==> src/rtl/oam_dma.sv <==
`default_nettype none
// +----------------------------------------------------------------------------+
// | oam_dma : halts the CPU, copies one 256-byte page into OAM and interleaves  |
// |           single-byte DMC sample fetches on the shared CPU bus.             |
// | Rev 1.0 - initial release                                                   |
// +----------------------------------------------------------------------------+
module oam_dma #(
  parameter bit DMCPRIO = 1'b1
) (
  input  logic        clk,
  input  logic        reset,
  input  logic        tick,
  input  logic        cpurw,
  input  logic        wr4014,
  input  logic [7:0]  regwdata,
  input  logic        dmcreq,
  input  logic [15:0] dmcaddr,
  input  logic [7:0]  memrdata,
  output logic        cpuhalt,
  output logic        dmaact,
  output logic [15:0] dmaaddr,
  output logic        oamwr,
  output logic [7:0]  oamwdata,
  output logic        dmcack,
  output logic [7:0]  dmcdata
);

  localparam logic [2:0] c_IDLE = 3'd0;
  localparam logic [2:0] c_HALT = 3'd1;
  localparam logic [2:0] c_SYNC = 3'd2;
  localparam logic [2:0] c_GET  = 3'd3;
  localparam logic [2:0] c_PUT  = 3'd4;

  logic [2:0]  state_q, state_d;
  logic        parity_q;
  logic [7:0]  page_q, page_d;
  logic [7:0]  idx_q, idx_d;
  logic [7:0]  latch_q, latch_d;
  logic        oampend_q, oampend_d;
  logic        dmcpend_q, dmcpend_d;
  logic [15:0] dmcaddr_q, dmcaddr_d;
  logic [7:0]  dmcdata_q, dmcdata_d;

  logic w_oam_new, w_dmc_new, w_get_dmc, w_get_oam, w_put;

  assign w_oam_new = wr4014 & ~oampend_q;
  assign w_dmc_new = dmcreq & ~dmcpend_q;
  assign w_get_dmc = (state_q == c_GET) & dmcpend_q & (DMCPRIO | ~oampend_q);
  assign w_get_oam = (state_q == c_GET) & ~w_get_dmc & oampend_q;
  assign w_put     = (state_q == c_PUT);

  always_comb begin
    page_d    = page_q;
    idx_d     = idx_q;
    latch_d   = latch_q;
    oampend_d = oampend_q;
    dmcpend_d = dmcpend_q;
    dmcaddr_d = dmcaddr_q;
    dmcdata_d = dmcdata_q;
    if (w_put) begin
      idx_d = idx_q + 8'd1;
      if (idx_q == 8'hFF) oampend_d = 1'b0;
    end
    if (w_oam_new) begin
      page_d    = regwdata;
      idx_d     = 8'd0;
      oampend_d = 1'b1;
    end
    if (w_get_oam) latch_d = memrdata;
    if (w_get_dmc) begin
      dmcdata_d = memrdata;
      dmcpend_d = 1'b0;
    end
    if (w_dmc_new) begin
      dmcpend_d = 1'b1;
      dmcaddr_d = dmcaddr;
    end
  end

  always_ff @(posedge clk or negedge reset) begin
    if (!reset) begin
      state_q   <= c_IDLE;
      parity_q  <= 1'b0;
      page_q    <= 8'd0;
      idx_q     <= 8'd0;
      latch_q   <= 8'd0;
      oampend_q <= 1'b0;
      dmcpend_q <= 1'b0;
      dmcaddr_q <= 16'd0;
      dmcdata_q <= 8'd0;
    end else if (tick) begin
      state_q   <= state_d;
      parity_q  <= ~parity_q;
      page_q    <= page_d;
      idx_q     <= idx_d;
      latch_q   <= latch_d;
      oampend_q <= oampend_d;
      dmcpend_q <= dmcpend_d;
      dmcaddr_q <= dmcaddr_d;
      dmcdata_q <= dmcdata_d;
    end
  end

  // Requests arriving in the current tick count, so a same-tick request never idles.
  always_comb begin
    state_d = state_q;
    case (state_q)
      c_IDLE: if (oampend_d | dmcpend_d) state_d = c_HALT;
      c_HALT: if (cpurw) state_d = parity_q ? c_GET : c_SYNC;
      c_SYNC: state_d = c_GET;
      c_GET: begin
        if (w_get_dmc)      state_d = oampend_d ? c_SYNC : c_IDLE;
        else if (w_get_oam) state_d = c_PUT;
        else                state_d = c_IDLE;
      end
      c_PUT:  state_d = (oampend_d | dmcpend_d) ? c_GET : c_IDLE;
      default: state_d = c_IDLE;
    endcase
  end

  always_comb begin
    cpuhalt  = (state_q != c_IDLE);
    dmaact   = (state_q == c_GET);
    dmaaddr  = 16'd0;
    if (w_get_dmc)      dmaaddr = dmcaddr_q;
    else if (w_get_oam) dmaaddr = {page_q, idx_q};
    oamwr    = w_put;
    oamwdata = w_put ? latch_q : 8'd0;
    dmcack   = w_get_dmc;
    dmcdata  = dmcdata_q;
  end

endmodule
`default_nettype wire

==> config.mk <==
export PLATFORM = sky130hd
export DESIGN_NAME = oam_dma
export DESIGN_NICKNAME = d
export VERILOG_FILES = /design/src/rtl/oam_dma.sv
export SDC_FILE = /design/constraint.sdc
export NUM_CORES = 1
export LEC_CHECK = 0
export ABC_CLOCK_PERIOD_IN_PS = 2370
export BUFFER_PORTS_ARGS = -buffer_cell sky130_fd_sc_hd__buf_2
export CAP_MARGIN = 5
export CORE_AREA = 8 8 90 68
export CTS_CLUSTER_DIAMETER = 50
export DETAILED_ROUTE_END_ITERATION = 12
export DIE_AREA = 0 0 98 76
export PLACE_DENSITY = 0.81
export RECOVER_POWER = 50
export SYNTH_ARGS = -nofsm -noshare
export SYNTH_HDL_FRONTEND = slang
export SYNTH_SLANG_ARGS = --single-unit
==> constraint.sdc <==
create_clock -name clk -period 2.37 [get_ports clk]
set_input_delay 0.3555 -clock clk [delete_from_list [all_inputs] [get_ports clk]]
set_output_delay 0.3555 -clock clk [all_outputs]
set_load 0.02 [all_outputs]
==> results of run 1 <==
-- metrics by stage --
stage / setup slack, ps / std cells
after floorplan: 521.0 / 217
after global placement: 460.4 / 347
after detailed placement: 393.9 / 347
after CTS: 45.03 / 355
after global routing: 28.70 / 355
final: 122.1 / 355
-- cell type report --
class                      count  area [µm²]  area share [%]
timing repair buffer          81       409.1           13.34
clock buffer                   6       82.58           2.692
sequential                    54        1354           44.13
tap                           60       75.07           2.447
multi-input combinational    147        1090           35.52
inverter                       5       18.77          0.6117
clock inverter                 2       38.79           1.264
-- placed cells by master (no fill, tap or decap), types with 2 or more instances in the layout --
cell type                    n
sky130_fd_sc_hd__buf_2      65
sky130_fd_sc_hd__dfrtp_1    52
sky130_fd_sc_hd__mux2_2     32
sky130_fd_sc_hd__nand2_1    29
sky130_fd_sc_hd__a22o_1     16
sky130_fd_sc_hd__nor2_1     11
sky130_fd_sc_hd__and2_1      9
sky130_fd_sc_hd__clkbuf_1    9
sky130_fd_sc_hd__clkbuf_8    6
sky130_fd_sc_hd__buf_4       6
sky130_fd_sc_hd__inv_1       5
sky130_fd_sc_hd__nor3_1      5
sky130_fd_sc_hd__xnor2_1     5
sky130_fd_sc_hd__o21ai_0     4
sky130_fd_sc_hd__a21oi_1     3
sky130_fd_sc_hd__a211oi_1    3
sky130_fd_sc_hd__nand3_1     3
sky130_fd_sc_hd__xor2_1      3
sky130_fd_sc_hd__nand2_4     2
sky130_fd_sc_hd__a31oi_1     2
sky130_fd_sc_hd__nand4_1     2
sky130_fd_sc_hd__o2bb2ai_1   2
sky130_fd_sc_hd__nand3b_1    2
sky130_fd_sc_hd__nor2b_1     2
sky130_fd_sc_hd__dfrtp_2     2
-- critical path: stages, from the launching register on --
cell,delay (ps)
sky130_fd_sc_hd__dfrtp_2,490
sky130_fd_sc_hd__and2_1,190
sky130_fd_sc_hd__and3_1,260
sky130_fd_sc_hd__buf_4,220
sky130_fd_sc_hd__a22o_1,250
sky130_fd_sc_hd__buf_2,160
-- routing by layer --
layer | part of all wire [%] | routed length, µm
met2 | 45 | 2577
met1 | 46 | 2655
met4 | 0.17 | 10
met5 | 0 | 0
met3 | 9.2 | 529
-- state kept, by name, indices dropped and copies added (netlist names) --
signal / flops
parity_q: 1
latch_q: 8
idx_q: 8
page_q: 8
dmcpend_q: 1
dmcdata: 8
state_q: 3
dmcaddr_q: 16
oampend_q: 1
-- worst min path at each step --
stage	endpoint	start	slack (ps)	cells after the start
final	page_q[7]	regwdata[7]	220	3
after global routing	page_q[2]	regwdata[2]	230	3
after CTS	dmcaddr_q[0]	reset	180	2
after detailed placement	page_q[7]	page_q[7]	470	2
after global placement	page_q[7]	page_q[7]	460	2
after floorplan	dmcaddr_q[0]	reset	60	0
-- synthesized netlist by cell type, drive strengths merged (2+ instances only) --
| master | instances | share of area (%) |
|---|---|---|
| a211oi | 3 | 0.89 |
| a21oi | 3 | 0.60 |
| a22o | 16 | 5.6 |
| a31oi | 2 | 0.50 |
| and2 | 9 | 2.2 |
| buf | 9 | 2.1 |
| clkbuf | 2 | 0.30 |
| dfrtp | 54 | 54 |
| inv | 5 | 0.74 |
| mux2 | 32 | 14 |
| nand2 | 31 | 5.2 |
| nand3 | 3 | 0.60 |
| nand3b | 3 | 1.4 |
| nand4 | 2 | 0.50 |
| nor2 | 11 | 1.6 |
| nor2b | 2 | 0.50 |
| nor3 | 5 | 0.99 |
| nor3b | 2 | 1.0 |
| o21ai | 4 | 0.79 |
| o2bb2ai | 2 | 0.70 |
| xnor2 | 5 | 1.7 |
| xor2 | 3 | 1.0 |
-- what timing repair did --
action,4_1_cts,5_1_grt
setup buffers,0,0
gates resized for setup,0,2
setup endpoints to repair,0,10
-- power by group through the flow --
stage               Clock, W  Sequential, W  Combinational (W)
global placement           0        0.00151            0.00122
detailed placement         0        0.00153            0.00125
floorplan                  0        0.00153           0.000858
global route        0.000698        0.00158            0.00133
CTS                 0.000669        0.00152            0.00125
finish              0.000657        0.00153            0.00122
-- cells by family after synthesis --
family	share of synthesized area [%]
xor+xnor	2.781
flops	53.62
buf+inv	3.128
compound gates	10.33
fa+ha+maj	0.4964
mux	14.30
simple gates	15.34
==> results.txt, run 1 <==
- Power share of the sequential group: 44.9%
- Final-stage net count: 333
- After legalization and detailed placement, the total HPWL measured 4325 µm.
* Slew @ Worst Pin: 1297 ps
- Arrival time of data at the critical path endpoint: 1890 ps
- Met2 Usage GRT: 24.62%
* Maximum clock path buffer count: 2
* Critical R2R Capture: dmcaddr_q[8]
- EDFF count, synth: 0
- Pin count of the biggest net entering global routing: 55
- The total count of hold-check failures in the final report came to 0.
* Proportion of power drawn by the clock network: 19.3%
- Counting distinct cell types in the post-synthesis netlist gives 35.
* Synthesis warning total: 0
- The flow ran to the end, and the final reports show no timing, DRC or antenna violations.
- The number of pins with negative max-slew slack in the final report came to 0.
- In this run the worst hold path is classified as input pin to register.
- Height of the chip: 76 µm
- In this run switching power makes up 35.60% of total power.
- Internal power comes to 0.002189 W.
- Slack of the worst reg-to-reg path: 460 ps
- Placement-stage cell area: 2960 µm²
- For this run, the top clock speed supported by timing is 0.4449 GHz.
- After global routing, the most crowded layer is met2.
- Clock skew on the completed layout was measured at 5.638 ps.
* Fraction of the yosys area taken by sequential cells: 53.62%
* Core outline area: 4872 µm²
- Area growth, synth to finish: 21.75%
- Static Leakage: 1.521 nW
- Clock tree from TritonCTS: yes
- Number of maximum-capacitance violations: 0
- The first global-routing pass estimated 9818 µm of wire.
- Number of fillers in the final layout: 415
- Final Cycle Share: 94.85%
- Die area: 7448 µm²
* Power Total: 0.003399 W
* Via count of the first global-routing pass: 2004
* Overall overflow remaining after global route: 0
* Maximum level of the CTS H-tree: 2
- In this run the worst setup path terminates at dmaaddr[15].
* Critical path required time: 2010 ps
* Clock latency on the worst-skew pair: 310 ps
- At the end of routability-driven placement, the weighted congestion stood at 0.8558.
* Number of DRC markers after the initial detailed-route iteration: 110
* TritonCTS buffer count: 5
* Launch instance of the worst register-to-register path: dmcpend_q
- Once detail routing completed, the nets flagged for antenna violations numbered 0.
* Overall global routing resource usage: 16.19%
- The analysis attributes to net switching a power of 0.001210 W.
- A synthesized cell averages 11.61 µm².
- Summing all non-filler instances in the final layout gives an area of 3068 µm².
* Launch point of the critical path: state_q[0]
* Gate power share: 35.8%
* # hold bufs at CTS: 0
- For this block, the via count after detailed routing is 1863.
* Number of synthesized register bits: 54
- Setup repair after global routing left no endpoint under its margin.
* Number of rows created at floorplan: 22
* Clock Root Buffer: sky130_fd_sc_hd__clkbuf_8
- Initial antenna violation count: 0
* Number of vias per cell after detailed routing: 5.248
- Wire length after detailed routing: 5773 µm
- Fraction of layout cells with a size suffix above 1: 40.34%
* Remaining design rule violation count: 0
- After layout, the minimum clock period comes to 2248 ps.
- Clock transition at the registers of the reported paths: 100 ps
- Global-route track usage on met1: 20.58%
* Clk sinks: 54
* Global routing met3 resource utilization: 7.664%
- The number of antenna diodes in the final layout is 0.
- The worst-case IR drop observed on VDD is 0.0005902 V.
- In this run the tool buffered the top-level ports with 73 buffer cells.
* Summed negative setup slack over all endpoints: 0 ps
* Net Count, Synth: 256
- For this run, the share of the core covered by cells in the final layout is 62.97%.
* Router iterations before antenna repair: 4
* Routed len/inst: 16.26 µm
- Initial Util: 51.72%
- Share of synthesized registers carrying an async set or reset: 100.0%
- Hold Slack: 223.2 ps
- Area of the mapped netlist: 2520 µm²
- P per Cell Area: 1108 nW/µm²
- Largest fanout of any net on the critical path: 12
- In this run the tightest slew margin relative to its limit is 13.55%.
* Number of endpoints failing setup at the final stage: 0
- I/O pin total: 74
- The worst setup path is of the register to output pin kind.
- The cell count after synthesis came out at 217.
- Worst Reg-to-Reg Cells: 3
- Die W: 98 µm
- The worst setup path is captured at an output pin.
- For this run, the leading register cell type out of synthesis is sky130_fd_sc_hd__dfrtp_1.
- Critical Path Source Type: register
(Power assumes the default switching activity.)
==> inputs of run 2 (changes only) <==
ABC_AREA = 1   (was not set)
CORE_AREA = 8 8 91 69   (was 8 8 90 68)
DIE_AREA = 0 0 99 77   (was 0 0 98 76)
PLACE_DENSITY = 0.8   (was 0.81)
==> results.txt, run 2 <==
- Area of the mapped netlist: 2565 µm² (+1.8%)
- Reg with most FFs: dmcaddr_q
* P per Cell Area: 1048 nW/µm² (-5.4%)
- Unrepaired setup endpoints after global routing: no
- Placement-stage cell area: 2980 µm² (+0.68%)
* Result of the run: finished clean
* Final Cycle Share: 89.27% (-5.6 points)
* Router iterations before antenna repair: 4 (unchanged)
- Final-report max-slew violation count: 0 (unchanged)
- The total setup violations reported at the end of the flow is 0 (unchanged).
- Fraction of the yosys area taken by sequential cells: 52.68% (-0.94 points)
- Number of maximum-capacitance violations: 0 (unchanged)
- First-pass GRT wire length: 9991 µm (+1.8%)
* Dominant cells by area after synthesis: sky130_fd_sc_hd__dfrtp_1 53%, sky130_fd_sc_hd__nand2_1 11%, sky130_fd_sc_hd__mux2_2 7.0%, sky130_fd_sc_hd__o21ai_0 5.3%, sky130_fd_sc_hd__inv_1 5.1%
- Area leader, netlist: sky130_fd_sc_hd__dfrtp_1
- Largest family of logic cells by synthesized area: simple AND/OR/NAND/NOR gates
- The number of nets produced by synthesis is 320 (+25%).
- The total count of hold-check failures in the final report was 0 (unchanged).
- Clock latency on the worst-skew pair: 310 ps (about the same)
- The final critical delay including setup and external delays came to 2116 ps (-132.1 ps).
- The total number of nets in the final design is 397 (+19%).
- VDD IR max: 0.0005390 V (-8.7%)
- Die area: 7623 µm² (+2.3%)
- The critical path is of the register to register type.
- The tree is rooted in a sky130_fd_sc_hd__clkbuf_8.
- The total clock sinks was 54 (unchanged).
* Initial antenna violation count: 0 (unchanged)
* Post-synthesis cell count: 281 (+29%)
- Diodes inserted: 0 (unchanged)
- The fraction of layout cells with a size suffix above 1 was 28.97% (-11 points).
- The post-layout instance count excluding filler cells came to 419 (+18%).
* Port buffer count: 73 (unchanged)
- The floorplan core area is 4927 µm² (+1.1%).
- Die W: 99 µm (+1.0%)
- Maximum clock path buffer count: 2 (unchanged)
- The flop-to-flop setup slack came to 250 ps (-210 ps).
- Overall global routing resource usage: 16.12% (-0.065 points)
- Clock transition at the registers of the reported paths: 100 ps (about the same)
- The DRC violation count after routing was 0 (unchanged).
- Final antenna-violating net count: 0 (unchanged)
- EDFF count, synth: 0 (unchanged)
- Number of vias per cell after detailed routing: 4.979 (-5.1%)
* Number of gates given a new drive strength after cts: 0 (unchanged)
- Via count of the first global-routing pass: 2093 (+4.4%)
- Post-route cell area: 3035 µm² (-1.1%)
* Dominant register cell in the synthesized netlist: sky130_fd_sc_hd__dfrtp_1
- Routed len/inst: 14.06 µm (-14%)
- The adder and majority gate portion of the synthesized area was 0.4878% (-0.0087 points).
* Initial Util: 52.06% (+0.34 points)
* Share of synthesized registers carrying an async set or reset: 100.0% (unchanged)
* Overall overflow remaining after global route: 0 (unchanged)
* Setup repair bufs after CTS: 0 (unchanged)
- Flip-flop count of the largest register, all copies and words added: 16 (unchanged)
* Wire length after detailed routing: 5891 µm (+2.0%)
- Critical Path Source Type: register
- The via count of the routed design was 2086 (+12%).
- Kind of end point of the critical path: register
* Timing-limited maximum frequency: 0.4726 GHz (+6.2%)
* Static Leakage: 1.672 nW (+9.9%)
* Critical path required time: 2580 ps (+570 ps)
* Placed wire-length estimate: 4416 µm (+2.1%)
- Pin count of the biggest net entering global routing: 41 (-25%)
- The number of rows in the core area is 22 (unchanged).
* Maximum level of the CTS H-tree: 2 (unchanged)
- Yosys top cell area share: 52.68% (-0.94 points)
- Slew @ Worst Pin: 984.4 ps (-312.4 ps)
- The worst slew margin relative to its limit came to 34.37% (+21 points).
- The number of synthesis warnings came to 0 (unchanged).
- The maximum fanout along the worst path was 9 (-3).
- Most common cell after layout, fill and taps aside: sky130_fd_sc_hd__nand2_1
* Utilization after layout: 61.60% (-1.4 points)
- Arrival time of data at the critical path endpoint: 2320 ps (+430 ps)
- Number of DRC markers after the initial detailed-route iteration: 101 (-8.2%)
- Clock tree from TritonCTS: yes
- The compound-cell area share of the yosys netlist is 10.98% (+0.65 points).
- The total CTS buffers came to 5 (unchanged).
- Summed negative setup slack over all endpoints: 0 ps (unchanged)
- Number of synthesized register bits: 54 (unchanged)
- In the post-synthesis netlist, the cell with the most instances is sky130_fd_sc_hd__nand2_1.
* Area growth, synth to finish: 18.34%
* Height of the chip: 77 µm (+1.3%)
- Most frequent cells after synthesis: 73 x sky130_fd_sc_hd__nand2_1, 54 x sky130_fd_sc_hd__dfrtp_1, 35 x sky130_fd_sc_hd__inv_1
- The fraction of synthesized area in multiplexers came to 7.024% (-7.3 points).
- Unique masters post-synth: 33 (-5.7%)
* XOR/XNOR share of the synthesized area: 0.3415% (-2.4 points)
- The count of hold-fix buffers inserted at cts came to 0 (unchanged).
- Placed Cells incl. Taps: 411 (+18%)
* Area share of and/or/nand/nor cells after synthesis: 20.34% (+5.0 points)
- The post-synthesis average cell area is 9.128 µm² (-21%).
- The number of top-level design ports was 74 (unchanged).
- Path type of the worst min-delay path: input pin to async pin
- GP Congestion: 0.8309 (-2.9%)
* Commonest cells after routing, fill and taps aside: 73 x sky130_fd_sc_hd__nand2_1, 64 x sky130_fd_sc_hd__buf_2, 54 x sky130_fd_sc_hd__dfrtp_1, 36 x sky130_fd_sc_hd__inv_1, 28 x sky130_fd_sc_hd__o21ai_0
- Final Skew: 7.612 ps (+1.974 ps)
[run 2: cell types whose count changed after synthesis, moves of 6 or more]
cell / before / now
sky130_fd_sc_hd__nand2_1: 29 / 73
sky130_fd_sc_hd__inv_1: 5 / 35
sky130_fd_sc_hd__o21ai_0: 4 / 27
sky130_fd_sc_hd__mux2_2: 32 / 16
sky130_fd_sc_hd__and2_1: 9 / 0
sky130_fd_sc_hd__a22o_1: 16 / 8
sky130_fd_sc_hd__nand3_1: 3 / 9
sky130_fd_sc_hd__nor2_1: 11 / 17
[run 2: critical path, stage by stage, from the launching register on]
cell	delay, ps
sky130_fd_sc_hd__dfrtp_1	440
sky130_fd_sc_hd__inv_1	170
sky130_fd_sc_hd__nand3_4	160
sky130_fd_sc_hd__o21ai_0	760
sky130_fd_sc_hd__nand2_4	120
sky130_fd_sc_hd__nor2_4	140
sky130_fd_sc_hd__nand2_2	60
sky130_fd_sc_hd__o21ai_1	120
sky130_fd_sc_hd__nor2_1	50
[run 2: area by class of cell]
| cell class | instances | area [µm²] |
|---|---|---|
| fill | 443 | 1892 |
| clock buffer | 6 | 82.58 |
| sequential | 54 | 1351 |
| timing repair buffer | 77 | 374.1 |
| inverter | 41 | 153.9 |
| clock inverter | 2 | 12.51 |
| multi-input combinational | 179 | 985.9 |
| tap | 60 | 75.07 |
[run 2: report_power, final]
part	leakage (nW)	internal (W)	switching, W
combinational	0.966	0.000451	0.000736
clock	0.0472	0.000235	0.000296
sequential	0.658	0.00125	0.000211
[run 2: worst paths after layout]
kind,from,endpoint,cells past startpoint
setup reg to reg,state_q[0],idx_q[7],8
hold reg to reg,parity_q,parity_q,1
hold / removal,reset,dmcdata[0],1
max in group asynchronous,reset,page_q[7],2
min in group clk,regwdata[3],page_q[3],3
setup / recovery,state_q[0],idx_q[7],8
[run 2: stage by stage]
step / setup slack [ps] / hold WS (ps) / power [W]
after floorplan: 490.9 / 59.91 / 0.002298
after global placement: 706.3 / 462.7 / 0.002650
after detailed placement: 631.5 / 462.6 / 0.002696
after CTS: 298.7 / 184.8 / 0.003231
after global routing: 76.63 / 232.6 / 0.003398
final: 254.2 / 189.2 / 0.003181
[run 2: metal layers]
layer / global-route usage (%) / vias up / part of all wire [%]
met5: 0 / - / 0
met3: 4.599 / 8 / 8.2
met4: 6.107 / 0 / 1.5
li1: - / 1050 / -
met1: 20.73 / 954 / 45
met2: 25.10 / 74 / 45
[run 2: cells by family (layout without fill, tap and decap cells)]
logic type | count (synthesis) | after routing
and+or+nand+nor | 115 | 115
AOI/OAI and AO/OA | 46 | 46
muxes | 16 | 16
adders and majority gates | 1 | 1
xor gates and xnor gates | 1 | 1
buffers and inverters | 48 | 126
DFF | 54 | 54
